[src/rtl/pfb_synth_pkg.sv]
// rtl/pfb_synth_pkg.sv - shared types and sizing helpers for the PFB synthesis framer
package pfb_synth_pkg;

    localparam int CPLX_B = 16;

    typedef struct packed {
        logic signed [CPLX_B-1:0] q;
        logic signed [CPLX_B-1:0] i;
    } cplx_t;

    typedef enum logic {HUNT, LOCK} state_t;

    function automatic int clog2_min1(input int n);
        return (n <= 2) ? 1 : $clog2(n);
    endfunction

    function automatic int nb(input int n, input int l);
        return n / (2 * l);
    endfunction

endpackage

[src/rtl/pfb_skid_buf.sv]
// rtl/pfb_skid_buf.sv - 2-entry stream register slice; s_ready is a pure register output
module pfb_skid_buf #(
    parameter int W = 8
) (
    input  logic         clk,
    input  logic         rst,
    input  logic [W-1:0] s_data,
    input  logic         s_valid,
    output logic         s_ready,
    output logic [W-1:0] m_data,
    output logic         m_valid,
    input  logic         m_ready
);

    logic [W-1:0] skid_data;
    logic         skid_full;

    assign s_ready = !skid_full;

    // The skid entry only fills while the output register is stalled, so it always holds the younger beat.
    always_ff @(posedge clk or posedge rst) begin
        if (rst) begin
            m_data    <= '0;
            m_valid   <= 1'b0;
            skid_data <= '0;
            skid_full <= 1'b0;
        end else if (!m_valid || m_ready) begin
            if (skid_full) begin
                m_data    <= skid_data;
                m_valid   <= 1'b1;
                skid_full <= 1'b0;
            end else begin
                m_valid <= s_valid;
                if (s_valid) begin
                    m_data <= s_data;
                end
            end
        end else if (s_valid && !skid_full) begin
            skid_data <= s_data;
            skid_full <= 1'b1;
        end
    end

endmodule

[src/rtl/pfb_synth_framer.sv]
// rtl/pfb_synth_framer.sv - frame lock, tlast regeneration and misalignment count; PFB_FRAMER_ZEROFILL_EN emits zero beats while hunting
module pfb_synth_framer
    import pfb_synth_pkg::*;
#(
    parameter int N = 64,
    parameter int L = 4,
    parameter int B = 16
) (
    input  logic                 aclk,
    input  logic                 areset,
    input  logic [2*L*2*B-1:0]   s_axis_tdata,
    input  logic                 s_axis_tlast,
    input  logic                 s_axis_tvalid,
    output logic                 s_axis_tready,
    output logic [2*L*2*B-1:0]   m_axis_tdata,
    output logic                 m_axis_tlast,
    output logic                 m_axis_tvalid,
    input  logic                 m_axis_tready,
    output logic                 LOCKED,
    output logic [15:0]          ERR_CNT
);

    localparam int DW = 2 * L * 2 * B;
    localparam int NB = nb(N, L);
    localparam int CW = clog2_min1(NB);
    localparam logic [CW-1:0] CNT_LAST = CW'(NB - 1);

    state_t        state, state_n;
    logic [CW-1:0] cnt, cnt_n;
    logic [15:0]   err_cnt, err_n;
    logic          accept, emit, beat_last;
    logic [DW-1:0] fwd_data;

    assign accept    = s_axis_tvalid && s_axis_tready;
    assign beat_last = (cnt == CNT_LAST);

    always_ff @(posedge aclk or posedge areset) begin
        if (areset) begin
            state   <= HUNT;
            cnt     <= '0;
            err_cnt <= '0;
        end else begin
            state   <= state_n;
            cnt     <= cnt_n;
            err_cnt <= err_n;
        end
    end

    always_comb begin
        state_n  = state;
        cnt_n    = cnt;
        err_n    = err_cnt;
        emit     = 1'b0;
        fwd_data = s_axis_tdata;
        case (state)
            HUNT: begin
`ifdef PFB_FRAMER_ZEROFILL_EN
                emit     = 1'b1;
                fwd_data = '0;
                if (accept) begin
                    cnt_n = beat_last ? '0 : cnt + CW'(1);
                end
`endif
                if (accept && s_axis_tlast) begin
                    state_n = LOCK;
                    cnt_n   = '0;
                end
            end
            LOCK: begin
                emit = 1'b1;
                if (accept) begin
                    cnt_n = beat_last ? '0 : cnt + CW'(1);
                    if (s_axis_tlast != beat_last) begin
                        if (err_cnt != 16'hFFFF) begin
                            err_n = err_cnt + 16'd1;
                        end
                        // A premature marker is still a boundary: restart the frame instead of re-hunting.
                        if (s_axis_tlast) begin
                            cnt_n = '0;
                        end else begin
                            state_n = HUNT;
                        end
                    end
                end
            end
            default: state_n = HUNT;
        endcase
    end

    pfb_skid_buf #(.W(DW + 1)) u_skid (
        .clk     (aclk),
        .rst     (areset),
        .s_data  ({beat_last, fwd_data}),
        .s_valid (s_axis_tvalid && emit),
        .s_ready (s_axis_tready),
        .m_data  ({m_axis_tlast, m_axis_tdata}),
        .m_valid (m_axis_tvalid),
        .m_ready (m_axis_tready)
    );

    assign LOCKED  = (state == LOCK);
    assign ERR_CNT = err_cnt;

endmodule

[config.mk]
export PLATFORM = sky130hd
export DESIGN_NAME = pfb_synth_framer
export DESIGN_NICKNAME = d
export VERILOG_FILES = /design/src/rtl/pfb_synth_pkg.sv /design/src/rtl/pfb_skid_buf.sv /design/src/rtl/pfb_synth_framer.sv
export SDC_FILE = /design/constraint.sdc
export NUM_CORES = 1
export LEC_CHECK = 0
export CAP_MARGIN = 10
export CORE_AREA = 2 2 207 209
export DETAILED_ROUTE_END_ITERATION = 12
export DIE_AREA = 0 0 209 211
export HOLD_SLACK_MARGIN = 0.06
export PLACE_DENSITY = 0.85
export SKIP_CTS_REPAIR_TIMING = 1
export SLEW_MARGIN = 5
export SYNTH_ARGS = -nofsm -noshare
export SYNTH_HDL_FRONTEND = slang
export SYNTH_SLANG_ARGS = --single-unit
[constraint.sdc]
create_clock -name aclk -period 37.4 [get_ports aclk]
set_clock_uncertainty 0.05 [all_clocks]
set_input_delay 7.48 -clock aclk [delete_from_list [all_inputs] [get_ports aclk]]
set_output_delay 7.48 -clock aclk [all_outputs]
set_load 0.05 [all_outputs]
==> metrics.md, run 1 <==
| Metric | Value |
|---|---|
| IO Pins | about 540 |
| DRC violation total after the first TritonRoute iteration | between 1000 and 1500 |
| CTS tree | built |
| Global-route total usage across every layer | 25.9% |
| Setup crit end kind | flip-flop |
| Number of global-route vias before repair | roughly 16000 |
| Async S/R FF share, synth | 100% |
| Cell leakage power | 0.0123 µW |
| Via density per instance | between 5 and 6 |
| Count of antenna-violating nets left after detailed routing | 0 |
| Maximum operating frequency | a little over 90 MHz |
| Antenna violations before repair | 14 |
| Minimum clock period | approximately 11000 ps |
| Proportion of netlist area held by the largest area contributor | 60.1% |
| Count of endpoints failing setup in the final report | 0 |
| Netlist area before placement | between 20000 and 25000 µm² |
| DRC | 0 |
| CTS max path bufs | 3 |
| Buffer type at the clock tree root | sky130_fd_sc_hd__clkbuf_16 |
| Final-layout setup total negative slack | 0 ps |
| Result of the run | completed |
| Synth-to-layout area growth | 33.9% |
| Number of placed cells counting well taps | between 2000 and 3000 |
| Portion of the clock cycle consumed by the worst path in the final layout | between 20% and 30% |
| Worst path arrival time | approximately 11000 ps |
| Via Count | 15800 |
| Max Slew Vio Count | 0 |
| Pin count of the biggest net entering global routing | about 120 |
| Final non-filler cell total | between 2000 and 3000 |
| IR drop worst, VDD | ~49 µV |
| Register-to-register setup slack | 32950 ps |
| Clock edge transition at the registers on the reported setup and hold paths | 60 ps |
| Total of buffers placed on input and output ports | between 500 and 600 |
| Initial core utilization | 53.5% |
| Number of distinct library cells after synthesis | 33 |
| Slew HR | about 22% |
| Hold Vio Cnt, Final | 0 |
| Transition time at the pin with the least slew margin | between 1000 and 1500 ps |
| Net count after synthesis | roughly 2000 |
| Final core occ | 71.6% |
| Sequential element share of the synthesized area | 60.1% |
| Kind of path behind the tightest hold check | flip-flop to flip-flop |
| Fin nets | 2522 |
| Die ar. | 44100 µm² |
| CTS buffer count | 54 |
| Post-layout total power | approximately 2200 µW |
| Die Y | 211 µm |
| MaxCap Viol Count | 0 |
| Number of H-tree branching levels | 2 |
| Synth top area cells | sky130_fd_sc_hd__dfrtp_1 (60%), sky130_fd_sc_hd__mux2_2 (13%), sky130_fd_sc_hd__mux2i_1 (12%), sky130_fd_sc_hd__a21oi_1 (5.9%), sky130_fd_sc_hd__nor2_1 (4.4%) |
| Fraction of layout cells with a size suffix above 1 | 16.5% |
| Area inside the core boundary | around 42000 µm² |
| Top flip-flop cell by instance count after synthesis | sky130_fd_sc_hd__dfrtp_1 |
| Sum of overflow across all layers after global routing | 0 |
| Average routed wire per standard cell | just over 20 µm |
| Category of the worst setup path launch point | primary input |
| Total of flip-flops plus latches after synthesis | between 500 and 600 |
| Setup repair after global routing missed its margin | false |
| Yosys warning total | 0 |
| Total clock sinks | 536 |
| Data required, critical path | roughly 38000 ps |
| Global-route wire length before repair | between 80 and 90 mm |
| Chip width | 209 µm |
| Maximum fanout count along the critical path | roughly 120 |
| GPL Wtd Cong | between 0.8 and 0.9 |
| Later-pin clock latency in the skew report | between 500 and 600 ps |
| Pre-Repair DR Iteration Count | 6 |
| Critical path class | primary input to flip-flop |
| Number of enable-type register cells in the synthesized netlist | 0 |
| Site row count | 75 |
| Most used standard cell by instance count after synthesis | sky130_fd_sc_hd__dfrtp_1 |
| Final WL | 58.4 mm |
| Post-Syn Instances | 1763 |
| Total power divided by cell area | approximately 73 nW/µm² |
| Leading area contributor after synthesis | sky130_fd_sc_hd__dfrtp_1 |
| Most frequent cells after synthesis | sky130_fd_sc_hd__dfrtp_1 (536), sky130_fd_sc_hd__a21oi_1 (263), sky130_fd_sc_hd__nor2_1 (259), sky130_fd_sc_hd__mux2_2 (258), sky130_fd_sc_hd__mux2i_1 (257) |
| Post-DP HPWL | between 30 and 40 mm |
| Synthesized area per cell | 12.7 µm² |
layout by cell type (no fill, tap or decap), types with 5 or more instances in the layout:
cell type	instances
sky130_fd_sc_hd__clkdlybuf4s50_1	536
sky130_fd_sc_hd__dfrtp_1	535
sky130_fd_sc_hd__a21oi_1	262
sky130_fd_sc_hd__nor2_1	259
sky130_fd_sc_hd__mux2_2	258
sky130_fd_sc_hd__mux2i_1	257
sky130_fd_sc_hd__clkbuf_16	57
sky130_fd_sc_hd__buf_4	17
sky130_fd_sc_hd__diode_2	13
sky130_fd_sc_hd__xor2_1	13
sky130_fd_sc_hd__clkinv_2	13
sky130_fd_sc_hd__clkbuf_8	13
sky130_fd_sc_hd__clkbuf_1	10
sky130_fd_sc_hd__nand2_1	9
sky130_fd_sc_hd__nor3_1	7
sky130_fd_sc_hd__bufinv_16	7
sky130_fd_sc_hd__inv_1	5
registers in the layout, indices dropped and copies added, names as in the netlist:
| register | flops |
|---|---|
| u_skid.m_data | 257 |
| u_skid.skid_data | 257 |
| ERR_CNT | 16 |
| cnt | 3 |
| LOCKED | 1 |
| u_skid.m_valid | 1 |
| u_skid.skid_full | 1 |
area by class of cell:
cell class | count | area [µm²]
diodes | 13 | 32.5
inverters | 6 | 30.0
flip-flops and latches | 536 | 13400
fillers | 2730 | 11900
repair buffers | 554 | 5510
clock buffers | 80 | 1640
multi-input cells | 1105 | 8300
well taps | 539 | 674
clock inverters | 22 | 290
worst paths after layout:
path | startpoint | end | cells after the start
min in group asynchronous | areset | u_skid.skid_data[113] | 2
max in group asynchronous | areset | u_skid.m_data[16] | 4
worst min-delay path | ERR_CNT[15] | ERR_CNT[15] | 1
worst max register to register | u_skid.skid_full | u_skid.m_data[151] | 6
worst max-delay path | s_axis_tvalid | u_skid.m_data[151] | 7
worst min register to register | ERR_CNT[15] | ERR_CNT[15] | 1
cells by family after synthesis:
logic type,count (synthesis),synth area share (%)
and+or+nand+nor,302,5.65
AOI/OAI and AO/OA,269,6.09
xor gates and xnor gates,15,0.588
muxes,515,24.5
buffers and inverters,122,2.84
adders and majority gates,4,0.224
DFF,536,60.1
where the power goes:
part	leakage [µW]	switching, µW	internal, µW	total (µW)
combinational	0.00518	471	294	765
clock	0.000958	225	352	577
sequential	0.00617	103	748	851
stage by stage:
step                cell area [µm²]  hold slack, ps  setup WS (ps)
detailed placement            27900             436          26140
global route                  29900             465          26370
floorplan                     22300             427          14890
global placement              27900             438          26300
CTS                           29900             447          26640
finish                        29900             446          26520
routing by layer:
| metal | global-route usage, % | share of wire (%) | up-vias |
|---|---|---|---|
| met4 | 12.9 | 4.3 | 2 |
| met3 | 7.69 | 7.8 | 134 |
| met5 | 0 | 0.026 | - |
| met2 | 44.3 | 50 | 507 |
| li1 | - | - | 7168 |
| met1 | 30.0 | 38 | 7968 |
critical path, cell delays in order:
cell and delay (ps):
sky130_fd_sc_hd__clkdlybuf4s50_1 560, sky130_fd_sc_hd__a21oi_1 170, sky130_fd_sc_hd__a21oi_4 860, sky130_fd_sc_hd__buf_4 980, sky130_fd_sc_hd__buf_4 740, sky130_fd_sc_hd__nor2_1 140, sky130_fd_sc_hd__a21oi_1 220
No activity file was read; power rests on OpenSTA's default activity.
==> run 2, diff against run 1 <==
CORE_AREA = unset   (was 2 2 207 209)
CORE_UTILIZATION = 50   (was unset)
DIE_AREA = unset   (was 0 0 209 211)
PLACE_DENSITY = 0.8   (was 0.85)
clock period = 10.1 ns   (was 37.4 ns; I/O delays follow)
==> metrics.md, run 2 (synthesis results as in run 1) <==
| Metric | Value |
|---|---|
| Result of the run | completed |
| Commonest cells after routing, fill and taps aside | sky130_fd_sc_hd__clkdlybuf4s50_1 (536), sky130_fd_sc_hd__dfrtp_1 (535), sky130_fd_sc_hd__a21oi_1 (262), sky130_fd_sc_hd__nor2_1 (259), sky130_fd_sc_hd__mux2_2 (258) |
| Pre-Repair DR Iteration Count | 7 (+1) |
| Final-layout setup total negative slack | 0 ps (unchanged) |
| Initial core utilization | 50.6% (-2.9 points) |
| Endpoint of the lowest-slack register-to-register path | u_skid.m_data[235] |
| Most common cell after layout, fill and taps aside | sky130_fd_sc_hd__clkdlybuf4s50_1 |
| Cell leakage power | 0.0122 µW (-0.87%) |
| Filler Cell Count | 3227 (+18%) |
| Minimum clock period | 5290 ps |
| CTS tree | built |
| Average routed wire per standard cell | 19.8 µm (-3.5%) |
| Slew HR | 24.0% (+2.0 points) |
| CTS max path bufs | 3 (unchanged) |
| MaxCap Viol Count | 0 (unchanged) |
| Area inside the core boundary | 44100 µm² (+5.7%) |
| Site row count | 77 (+2.7%) |
| Count of antenna-violating nets left after detailed routing | 0 (unchanged) |
| Total clock sinks | 536 (unchanged) |
| Setup repair after global routing missed its margin | false |
| Worst path arrival time | 3220 ps (-8110 ps) |
| Fin nets | 2518 (-0.16%) |
| Antenna violations before repair | 10 (-4) |
| Last element of the critical path | s_axis_tready |
| Sum of overflow across all layers after global routing | 0 (unchanged) |
| Number of H-tree branching levels | 2 (unchanged) |
| Data required, critical path | 8030 ps (-29810 ps) |
| Max Slew Vio Count | 0 (unchanged) |
| Number of cells on the worst reg-to-reg path | 5 (-1) |
| Clock edge transition at the registers on the reported setup and hold paths | 60 ps (about the same) |
| Total of buffers placed on input and output ports | 536 (unchanged) |
| Critical path class | flip-flop to output port |
| Post-DP HPWL | 37.6 mm (-3.5%) |
| DRC | 0 (unchanged) |
| DRC violation total after the first TritonRoute iteration | 1071 (-5.7%) |
| GPL Wtd Cong | 0.817 (+0.28%) |
| Portion of the clock cycle consumed by the worst path in the final layout | 52.4% |
| Synth-to-layout area growth | 33.4% |
| Global-route wire length before repair | 87.5 mm (-2.6%) |
| Kind of path behind the tightest hold check | flip-flop to flip-flop |
| Pin count of the biggest net entering global routing | 249 (+110%) |
| Worst setup path startpoint | u_skid.skid_full |
| Global-route total usage across every layer | 24.7% (-1.2 points) |
| CTS buffer count | 55 (+1.9%) |
| Final worst hold slack | 450 ps (+3.95 ps) |
| Setup crit end kind | output port |
| Total power divided by cell area | 266 nW/µm² (+260%) |
| Maximum fanout count along the critical path | 59 (-49%) |
| Maximum operating frequency | 189 MHz |
| Final WL | 57.1 mm (-2.3%) |
| Hold Vio Cnt, Final | 0 (unchanged) |
| Count of endpoints failing setup in the final report | 0 (unchanged) |
| Launching point of the worst reg2reg path | u_skid.skid_full |
| Die Y | 213 µm (+1.1%) |
| Post-layout total power | 7930 µW (+260%) |
| IR drop worst, VDD | 181 µV (+270%) |
| Buffer type at the clock tree root | sky130_fd_sc_hd__clkbuf_16 |
| IO Pins | 537 (unchanged) |
| Via density per instance | 5.34 (-3.4%) |
| Later-pin clock latency in the skew report | 590 ps (about the same) |
| Transition time at the pin with the least slew margin | 1140 ps (-29.6 ps) |
| Number of global-route vias before repair | 16200 (-1.2%) |
| Via Count | 15400 (-2.2%) |
| Die ar. | 45500 µm² (+3.2%) |
| Fraction of layout cells with a size suffix above 1 | 15.9% (-0.62 points) |
| Category of the worst setup path launch point | flip-flop |
| Register-to-register setup slack | 5680 ps (-27270 ps) |
| Chip width | 213 µm (+2.1%) |
==> run 2: cell count changes in the layout (fill, tap and decap cells not counted) <==
cell and delta:
sky130_fd_sc_hd__buf_12 +4, sky130_fd_sc_hd__buf_4 -9, sky130_fd_sc_hd__bufinv_16 -5, sky130_fd_sc_hd__clkbuf_1 +5, sky130_fd_sc_hd__clkbuf_8 -3, sky130_fd_sc_hd__clkinv_2 -4
sky130_fd_sc_hd__clkinv_4 +1, sky130_fd_sc_hd__diode_2 -7, sky130_fd_sc_hd__inv_6 +1, sky130_fd_sc_hd__inv_8 -1
==> run 2: worst max-delay path, cell delays in order (launching register included) <==
cell and delay, ps:
sky130_fd_sc_hd__dfrtp_4 830, sky130_fd_sc_hd__buf_4 910, sky130_fd_sc_hd__inv_1 80, sky130_fd_sc_hd__clkdlybuf4s50_1 740
==> run 2: worst min path at each step <==
| stage | start | to | depth (start not counted) |
|---|---|---|---|
| 2_1_floorplan | cnt[1] | cnt[1] | 1 |
| 3_3_place_gp | ERR_CNT[15] | ERR_CNT[15] | 1 |
| 3_5_place_dp | ERR_CNT[15] | ERR_CNT[15] | 1 |
| 4_1_cts | ERR_CNT[15] | ERR_CNT[15] | 1 |
| 5_1_grt | u_skid.skid_data[103] | u_skid.skid_data[103] | 1 |
| 6_report | ERR_CNT[15] | ERR_CNT[15] | 1 |
==> run 2: layer usage <==
metal  vias up  routed length, µm  track usage [%]  part of all wire [%]
li1       7142                  -                -                     -
met1      7690              21200             28.1                    37
met2       452              28400             41.3                    50
met3       131               5370             9.32                   9.4
met4        10               2090             11.0                   3.7
met5         -                 67                0                  0.12
==> run 2: per-stage QoR <==
| step | utilization [%] | instance area [µm²] | std cells | worst slack, ps |
|---|---|---|---|---|
| 6_report | 67.5 | 29800 | 2890 | 4810 |
| 3_5_place_dp | 63.5 | 28000 | 2788 | 4750 |
| 2_1_floorplan | - | 22300 | 1763 | 742 |
| 4_1_cts | 67.4 | 29800 | 2884 | 4740 |
| 5_1_grt | 67.5 | 29800 | 2887 | 4630 |
| 3_3_place_gp | 63.5 | 28000 | 2788 | 4750 |
==> run 2: layout make-up <==
type / count / area (µm²) / area share (%)
clock inverters: 14 / 130 / 0.437
flip-flops and latches: 536 / 13400 / 45.1
repair buffers: 549 / 5530 / 18.6
well taps: 592 / 741 / 2.49
inverters: 6 / 26.3 / 0.0882
clock buffers: 82 / 1620 / 5.44
multi-input cells: 1105 / 8300 / 27.9
diodes: 6 / 15.0 / 0.0504
==> run 2: where the power goes <==
| group | switching [µW] | internal (µW) | leakage (µW) |
|---|---|---|---|
| Sequential | 364 | 2770 | 0.00617 |
| Combinational | 1740 | 1090 | 0.00517 |
| Clock | 820 | 1150 | 0.000864 |
| Total | 2920 | 5010 | 0.0122 |
==> run 3, diff against run 2 <==
clock period = 5.1 ns   (was 10.1 ns; I/O delays follow)
==> metrics.md, run 3 (synthesis results as in run 1) <==
| Metric | Value |
|---|---|
| Result of the run | completed |
| Post-DP HPWL | 38.5 mm (+2.4%) |
| Kind of path behind the tightest hold check | flip-flop to flip-flop |
| MaxCap Viol Count | 0 (unchanged) |
| Antenna violations before repair | 13 (+3) |
| Final core occ | 68.2% (+0.75 points) |
| Flop pwr share | 38.8% (-0.7 points) |
| Worst path arrival time | 2140 ps (-1080 ps) |
| Data required, critical path | 4030 ps (-4000 ps) |
| Chip width | 213 µm (unchanged) |
| Setup crit end kind | output port |
| DRC violation total after the first TritonRoute iteration | 972 (-9.2%) |
| Sum of overflow across all layers after global routing | 0 (unchanged) |
| Post-route worst setup slack | 1890 ps (-2920 ps) |
| DRC | 0 (unchanged) |
| Via Count | 15500 (+0.79%) |
| Synth-to-layout area growth | 34.8% |
| GPL Wtd Cong | 0.843 (+3.2%) |
| Portion of the clock cycle consumed by the worst path in the final layout | a little over three fifths |
| Share of power burned in combinational logic | 34.9% (-0.7 points) |
| Minimum clock period | about 3200 ps |
| Commonest cells after routing, fill and taps aside | sky130_fd_sc_hd__clkdlybuf4s50_1 (536), sky130_fd_sc_hd__dfrtp_1 (535), sky130_fd_sc_hd__a21oi_1 (262), sky130_fd_sc_hd__nor2_1 (259), sky130_fd_sc_hd__mux2_2 (258) |
| Critical path class | flip-flop to output port |
| Clock edge transition at the registers on the reported setup and hold paths | 60 ps (about the same) |
| Clk pwr share | 26.3% (+1.4 points) |
| Fin nets | 2526 (+0.32%) |
| Die Y | 213 µm (unchanged) |
| Count of antenna-violating nets left after detailed routing | 0 (unchanged) |
| Category of the worst setup path launch point | flip-flop |
| Initial core utilization | 50.6% (unchanged) |
| Final-layout setup total negative slack | 0 ps (unchanged) |
| Pin count of the biggest net entering global routing | 249 (unchanged) |
| Total clock sinks | 536 (unchanged) |
| Setup repair after global routing missed its margin | false |
| Via density per instance | 5.35 (+0.31%) |
| Cell leakage power | 0.0124 µW (+1.3%) |
| CTS tree | built |
| Global-route total usage across every layer | 24.9% (+0.23 points) |
| Net switching fraction of the power | 36.1% (-0.69 points) |
| Slew HR | 18.6% (-5.4 points) |
| Max Slew Vio Count | 0 (unchanged) |
| Switching power summed over all nets | 5790 µW (+98%) |
| Maximum fanout count along the critical path | 19 (-68%) |
| Die ar. | 45500 µm² (unchanged) |
| Most common cell after layout, fill and taps aside | sky130_fd_sc_hd__clkdlybuf4s50_1 |
| Pre-Repair DR Iteration Count | 7 (unchanged) |
| Hold Vio Cnt, Final | 0 (unchanged) |
| CTS max path bufs | 3 (unchanged) |
| Number of H-tree branching levels | 2 (unchanged) |
| Final worst hold slack | 453 ps (+2.39 ps) |
| Average routed wire per standard cell | 19.8 µm (about the same) |
| CTS buffer count | 54 (-1.8%) |
| Site row count | 77 (unchanged) |
| Met1 track demand over resource | 28.9% (+0.79 points) |
| Count of endpoints failing setup in the final report | 0 (unchanged) |
| Area inside the core boundary | 44100 µm² (unchanged) |
| Buffer type at the clock tree root | sky130_fd_sc_hd__clkbuf_16 |
| Global-route wire length before repair | 88.1 mm (+0.65%) |
| Busiest layer in global routing | met2 |
| Number of global-route vias before repair | 16300 (+0.16%) |
| GR Util met2 | 41.0% (-0.34 points) |
| Final WL | 57.4 mm (+0.55%) |
| IO Pins | 537 (unchanged) |
| Total power divided by cell area | 533 nW/µm² (+100%) |
| Met3 track demand over resource in global routing | 9.19% (-0.13 points) |
| Fraction of layout cells with a size suffix above 1 | 16.5% (+0.61 points) |
| Transition time at the pin with the least slew margin | 1220 ps (+80.3 ps) |
| Internal cell power | 10200 µW (+100%) |
| Maximum operating frequency | around 310 MHz |
| Total of buffers placed on input and output ports | 536 (unchanged) |
| Filler Cell Count | 3173 (-1.7%) |
| Place WS | 1680 ps (-3070 ps) |
| Later-pin clock latency in the skew report | 600 ps (about the same) |
| IR drop worst, VDD | 356 µV (+97%) |
## run 3: changes by cell type in the layout (fill, tap and decap cells not counted)
cell / previous run / this run
sky130_fd_sc_hd__inv_6: 1 / 0
sky130_fd_sc_hd__clkinv_4: 1 / 0
sky130_fd_sc_hd__bufinv_16: 2 / 5
sky130_fd_sc_hd__clkinvlp_4: 2 / 1
sky130_fd_sc_hd__clkbuf_8: 10 / 21
sky130_fd_sc_hd__clkbuf_1: 15 / 11
sky130_fd_sc_hd__buf_12: 5 / 11
sky130_fd_sc_hd__buf_4: 8 / 11
sky130_fd_sc_hd__clkinv_2: 9 / 5
sky130_fd_sc_hd__diode_2: 6 / 8
## run 3: cell type report
type | count | area [µm²] | area share, %
multi-input combinational | 1105 | 8300 | 27.6
clock buffer | 89 | 1760 | 5.84
clock inverter | 10 | 175 | 0.582
sequential | 536 | 13400 | 44.6
timing repair buffer | 558 | 5670 | 18.8
inverter | 6 | 26.3 | 0.0873
antenna | 8 | 20.0 | 0.0665
tap | 592 | 741 | 2.46
## run 3: per-layer routing
layer / part of all wire [%] / vias up
met2: 49 / 478
met4: 4.2 / 10
li1: - / 7154
met5: 0.11 / -
met1: 38 / 7762
met3: 9.0 / 143
## run 3: power groups by stage
| stage | clock network, µW | registers [µW] | logic, µW |
|---|---|---|---|
| 2_1_floorplan | 0 | 8090 | 1800 |
| 5_1_grt | 4470 | 6370 | 5910 |
| 4_1_cts | 4310 | 6220 | 5640 |
| 3_3_place_gp | 0 | 6200 | 5480 |
| 3_5_place_dp | 0 | 6270 | 5600 |
| 6_report | 4210 | 6230 | 5600 |
## run 3: final timing paths
check,startpoint,endpoint,slack (ps),depth (start not counted)
worst max-delay path,u_skid.skid_full,s_axis_tready,1890,2
worst min-delay path,u_skid.skid_data[34],u_skid.skid_data[34],450,1
min in group asynchronous,areset,u_skid.skid_data[221],910,2
max in group asynchronous,areset,u_skid.skid_data[120],2950,3
worst min register to register,u_skid.skid_data[34],u_skid.skid_data[34],450,1
worst max register to register,u_skid.skid_full,u_skid.skid_data[100],2510,4
## run 3: per-stage QoR
stage	power [µW]	std cells	area, µm²
floorplan	9880	1763	22300
global placement	11700	2797	28200
detailed placement	11900	2797	28200
CTS	16200	2896	30100
global route	16800	2904	30100
finish	16000	2904	30100
## run 3: worst max-delay path: stages (launching register included)
cell                              delay [ps]
sky130_fd_sc_hd__dfrtp_4                 640
sky130_fd_sc_hd__inv_1                    90
sky130_fd_sc_hd__clkdlybuf4s50_1         800
==> RTL change 1 (settings of run 3) <==
`L`: 4 -> 5.
--- a/src/rtl/pfb_synth_framer.sv
+++ b/src/rtl/pfb_synth_framer.sv
@@ -5,3 +5,3 @@
     parameter int N = 64,
-    parameter int L = 4,
+    parameter int L = 5,
     parameter int B = 16
Ports: changed (resized m_axis_tdata and s_axis_tdata); port bits go from 537 to 665. The function was not compared with the original's and may differ.
==> RTL change 1 against run 3 <==
Highest routed layer unchanged. Design area up 23%. Critical endpoint unchanged. Sequential cell count up 128. Largest power group is now combinational logic. Routed wire length up 29%. Synthesized area up 24%. Via count up 25%. Register-to-register slack worse by 540 ps. Total power up 40%. Core utilization up 0.27 points. Setup slack worse by 7.6 ps.
==> RTL change 1: results (changes against run 3) <==
grt:
  grt_max_degree: 170  # -32%
  grt_use_total_pct: 26.15  # +1.2 points
  grt_pass1_vias: 20370  # +25%
  grt_pass1_wl_um: 114300  # +30%
  antenna_found_initial: 26  # +13
detailed_routing:
  wl_per_cell_um: 20.72  # +4.8%
  dr.pass1.iters: 5  # -2
  dr_total_vias: 19470  # +25%
  first_iter_violations: 1051  # +8.1%
  routed_wl_um: 73900  # +29%
cts:
  cts_made_buffers: 70  # +30%
  clkSlewWorstSetupHoldPaths_ps: 60  # about the same
  root_buffer: "clkbuf_16"
  clock_path_buffers: 3  # unchanged
  cts_max_level: 3  # +1
placed_design:
  io_buffers: 664  # +24%
  dpl.hpwl_um: 50540  # +31%
  placed_area_um2: 34740  # +23%
  dpl.cell_count: 3423  # +22%
  gp_congestion: 0.8464  # +0.37%
yosys:
  ys_seq_area_share_pct: 60.23  # +0.16 points
  synthDistinctLibCells: 37  # +12%
  ys_top_cells_by_count: "dfrtp_1 (664), a21oi_1 (327), nor2_1 (326)"
  synthTopCellsByArea: "dfrtp_1 (60%), mux2_2 (13%), mux2i_1 (12%)"
  yosys_warnings: 0  # unchanged
  syn_inst: 2178  # +24%
  synth-async-reset-ratio_pct: 100.0  # unchanged
  syn_nets: 2505  # +24%
worst_setup_path:
  crit_slowest_cell: "clkdlybuf4s50_1"
  reg2reg_depth: 4  # unchanged
  critPathMaxFanout: 21  # +2
  slowest_delay_ps: 800  # about the same
  cp.arrival_ps: 2150
finish:
  nets: 3126  # +24%
  fillers: 3743  # +18%
  drive_above_1_share_pct: 16.45  # -0.043 points
power:
  leakage_nw: 15.12  # +22%
  vdd.ir_drop.worst_v: 0.0004377  # +23%
timing:
  max_slew_margin_pct: 27.27  # +8.7 points
  setup_viol: 0  # unchanged
outcome:
  outcome: "complete, no violations"
[RTL change 1: changes by cell type after synthesis, moves of 4 or more]
| cell | run 3 | this run |
|---|---|---|
| nor2_1 | 259 | 326 |
| nand3_1 | 3 | 7 |
| a21oi_1 | 263 | 327 |
| mux2_2 | 258 | 322 |
| buf_4 | 26 | 30 |
| buf_2 | 63 | 75 |
| dfrtp_1 | 536 | 664 |
| clkbuf_1 | 24 | 32 |
| mux2i_1 | 257 | 320 |
[RTL change 1: path summary, 6_finish.rpt]
| check | endpoint | slack (ps) | from |
|---|---|---|---|
| max | s_axis_tready | 1880 | u_skid.skid_full$_DFFE_PP0P_ |
| min in group asynchronous | u_skid.skid_data[279]$_DFFE_PP0P_ | 780 | areset |
| min | u_skid.skid_data[79]$_DFFE_PP0P_ | 450 | u_skid.skid_data[79]$_DFFE_PP0P_ |
| max reg2reg | u_skid.m_data[132]$_DFFE_PP0P_ | 1970 | u_skid.skid_full$_DFFE_PP0P_ |
| min reg2reg | u_skid.skid_data[79]$_DFFE_PP0P_ | 450 | u_skid.skid_data[79]$_DFFE_PP0P_ |
| max in group asynchronous | u_skid.m_data[0]$_DFFE_PP0P_ | 2810 | areset |
[RTL change 1: metrics by stage]
step,worst slack (ps),util (%),hold WS [ps]
2_1_floorplan,-5048,-,414.5
3_3_place_gp,1622,64.17,437.1
3_5_place_dp,1588,64.17,445.2
4_1_cts,1847,68.41,458.2
5_1_grt,1811,68.49,461.3
6_report,1884,68.49,453.2
[RTL change 1: cells by family after synthesis]
logic type | share of synthesized area [%]
XOR/XNOR | 0.4128
flip-flops | 60.23
AND/OR/NAND/NOR | 5.615
multiplexers | 24.80
adder cells (fa/ha/maj) | 0.09070
buffers and inverters | 2.790
AO/OA/AOI/OAI | 6.060
[RTL change 1: power by group]
| part | leakage [nW] | switching (mW) | internal [mW] |
|---|---|---|---|
| combinational | 6.40 | 5.64 | 3.40 |
| clock | 1.13 | 2.05 | 3.00 |
| sequential | 7.58 | 1.14 | 7.24 |
| total | 15.1 | 8.84 | 13.6 |
[RTL change 1: cell type report]
type,instances,area [µm²],share of cell area (%)
flip-flops and latches,664,16620,44.82
multi-input cells,1366,10210,27.54
diodes,19,47.55,0.1282
well taps,696,870.8,2.349
clock buffers,109,2152,5.804
clock inverters,15,142.6,0.3847
repair buffers,693,7014,18.92
inverters,4,18.77,0.05062
[RTL change 1: worst max-delay path, delay by kind of cell (launching register included)]
| kind | cells | cell delay (ps) |
|---|---|---|
| buffers and inverters | 2 | 910 |
| DFF | 1 | 630 |
[RTL change 1: routing by layer]
layer	vias up	wire length [µm]	global-route usage, %
met5	-	75	0
met4	12	3182	13.11
met1	9784	28240	30.69
met3	183	5688	8.312
li1	8867	-	-
met2	620	36710	43.27
==> RTL change 2 (settings of run 3) <==
Made on the original files. Register the output `ERR_CNT` once more, cleared by the reset; this adds one clock of latency there. The other outputs are not delayed to match.
--- a/src/rtl/pfb_synth_framer.sv
+++ b/src/rtl/pfb_synth_framer.sv
@@ -101,3 +101,9 @@
     assign LOCKED  = (state == LOCK);
-    assign ERR_CNT = err_cnt;
+    always_ff @(posedge aclk or posedge areset) begin
+        if (areset) begin
+            ERR_CNT <= '0;
+        end else begin
+            ERR_CNT <= err_cnt;
+        end
+    end
 
Check against the original RTL: not equivalent (a bounded check fails within 4 cycles, from zero or initial values and one cycle with areset high).
==> RTL change 2 against run 3 <==
Setup slack better by 39 ps. Critical path type unchanged. Count of clock-buffer cells in the layout is 4 higher. Final cell count is 1.0% higher. Sequential cell count is 16 higher. Largest cell class unchanged. Critical endpoint unchanged. Design area is 1.7% higher. First-iteration DRC count is 6.2% higher. Total power is 1.3% higher. Routed wire length is 1.9% higher. Via count is 1.4% higher. Sequential power is 1% higher. Combinational power is 3% lower. Synthesized area is 1.5% higher. Largest power group unchanged. Highest routed layer unchanged. Clock power is 5.9% higher.
==> RTL change 2: results (changes against run 3) <==
yosys:
  synth_xor_area_share_pct: 0.5409  # -0.048 points
  ys_top_cells_by_count: "dfrtp_1 (552), a21oi_1 (263), nor2_1 (261)"
  synthDistinctLibCells: 34  # +3.0%
  syn_inst: 1778  # +0.85%
  synth_compound_area_share_pct: 6.000  # -0.086 points
min_path:
  worstHoldStart: "err_cnt[3]$_DFFE_PP0P_"
  whs_endpoint: "ERR_CNT[3]$_DFF_PP0_"
detailed_routing:
  wl_per_cell_um: 19.93  # +0.84%
  first_iter_violations: 1032  # +6.2%
  dr.pass1.iters: 5  # -2
  dr_total_vias: 15770  # +1.4%
finish:
  fillers: 3168  # -0.16%
  antennaDiodeCount: 13  # +5
  drive_above_1_share_pct: 5.713  # -11 points
  bufAreaShareNonClock_pct: 18.44  # -0.39 points
  design.seq.count: 552  # +3.0%
  nets: 2544  # +0.71%
  fin_util_pct: 68.81  # +0.59 points
  multi_input_area_share_pct: 27.06  # -0.51 points
  clock_tree_area_fraction_pct: 6.777  # +0.36 points
worst_setup_path:
  r2r_end: "u_skid.m_data[14]$_DFFE_PP0P_"
  critPathMaxFanout: 20  # +1
  ff2ff_setup_slack_ps: 2240  # -270 ps
  cp.arrival_ps: 2100  # -40 ps
grt:
  grt_use_total_pct: 25.29  # +0.35 points
placed_design:
  gp_congestion: 0.8368  # -0.77%
  placed_area_um2: 28520  # +1.3%
outcome:
  outcome: "complete, no violations"
cts:
  cts_made_buffers: 58  # +7.4%
power:
  sw_frac_of_total_pct: 36.10  # about the same
==> RTL change 2: cell types whose count changed after synthesis, moves of 3 or more <==
cell      change
nor3_2        +3
buf_2        -40
clkbuf_1     +26
o21ai_1       +3
dfrtp_1      +16
mux2_1      +258
buf_1        +14
mux2_2      -258
==> RTL change 2: per-layer routing <==
metal / up-vias / part of all wire (%) / global-route usage, %
li1: 7222 / - / -
met1: 7912 / 40 / 30.78
met2: 483 / 49 / 41.07
met3: 138 / 7.4 / 7.573
met4: 10 / 4.1 / 12.40
met5: - / 0.11 / 0
==> RTL change 2: worst max-delay path, cell delays in order (launching register included) <==
cell and delay (ps):
dfrtp_4 620, inv_2 80, clkdlybuf4s50_1 790
==> RTL change 2: power by group through the flow <==
stage | Sequential [mW] | Combinational (mW) | Clock [mW]
after global routing | 6.47 | 5.75 | 4.72
after CTS | 6.32 | 5.51 | 4.55
after floorplan | 8.21 | 1.62 | 0
after detailed placement | 6.38 | 5.48 | 0
final | 6.32 | 5.46 | 4.46
after global placement | 6.29 | 5.35 | 0
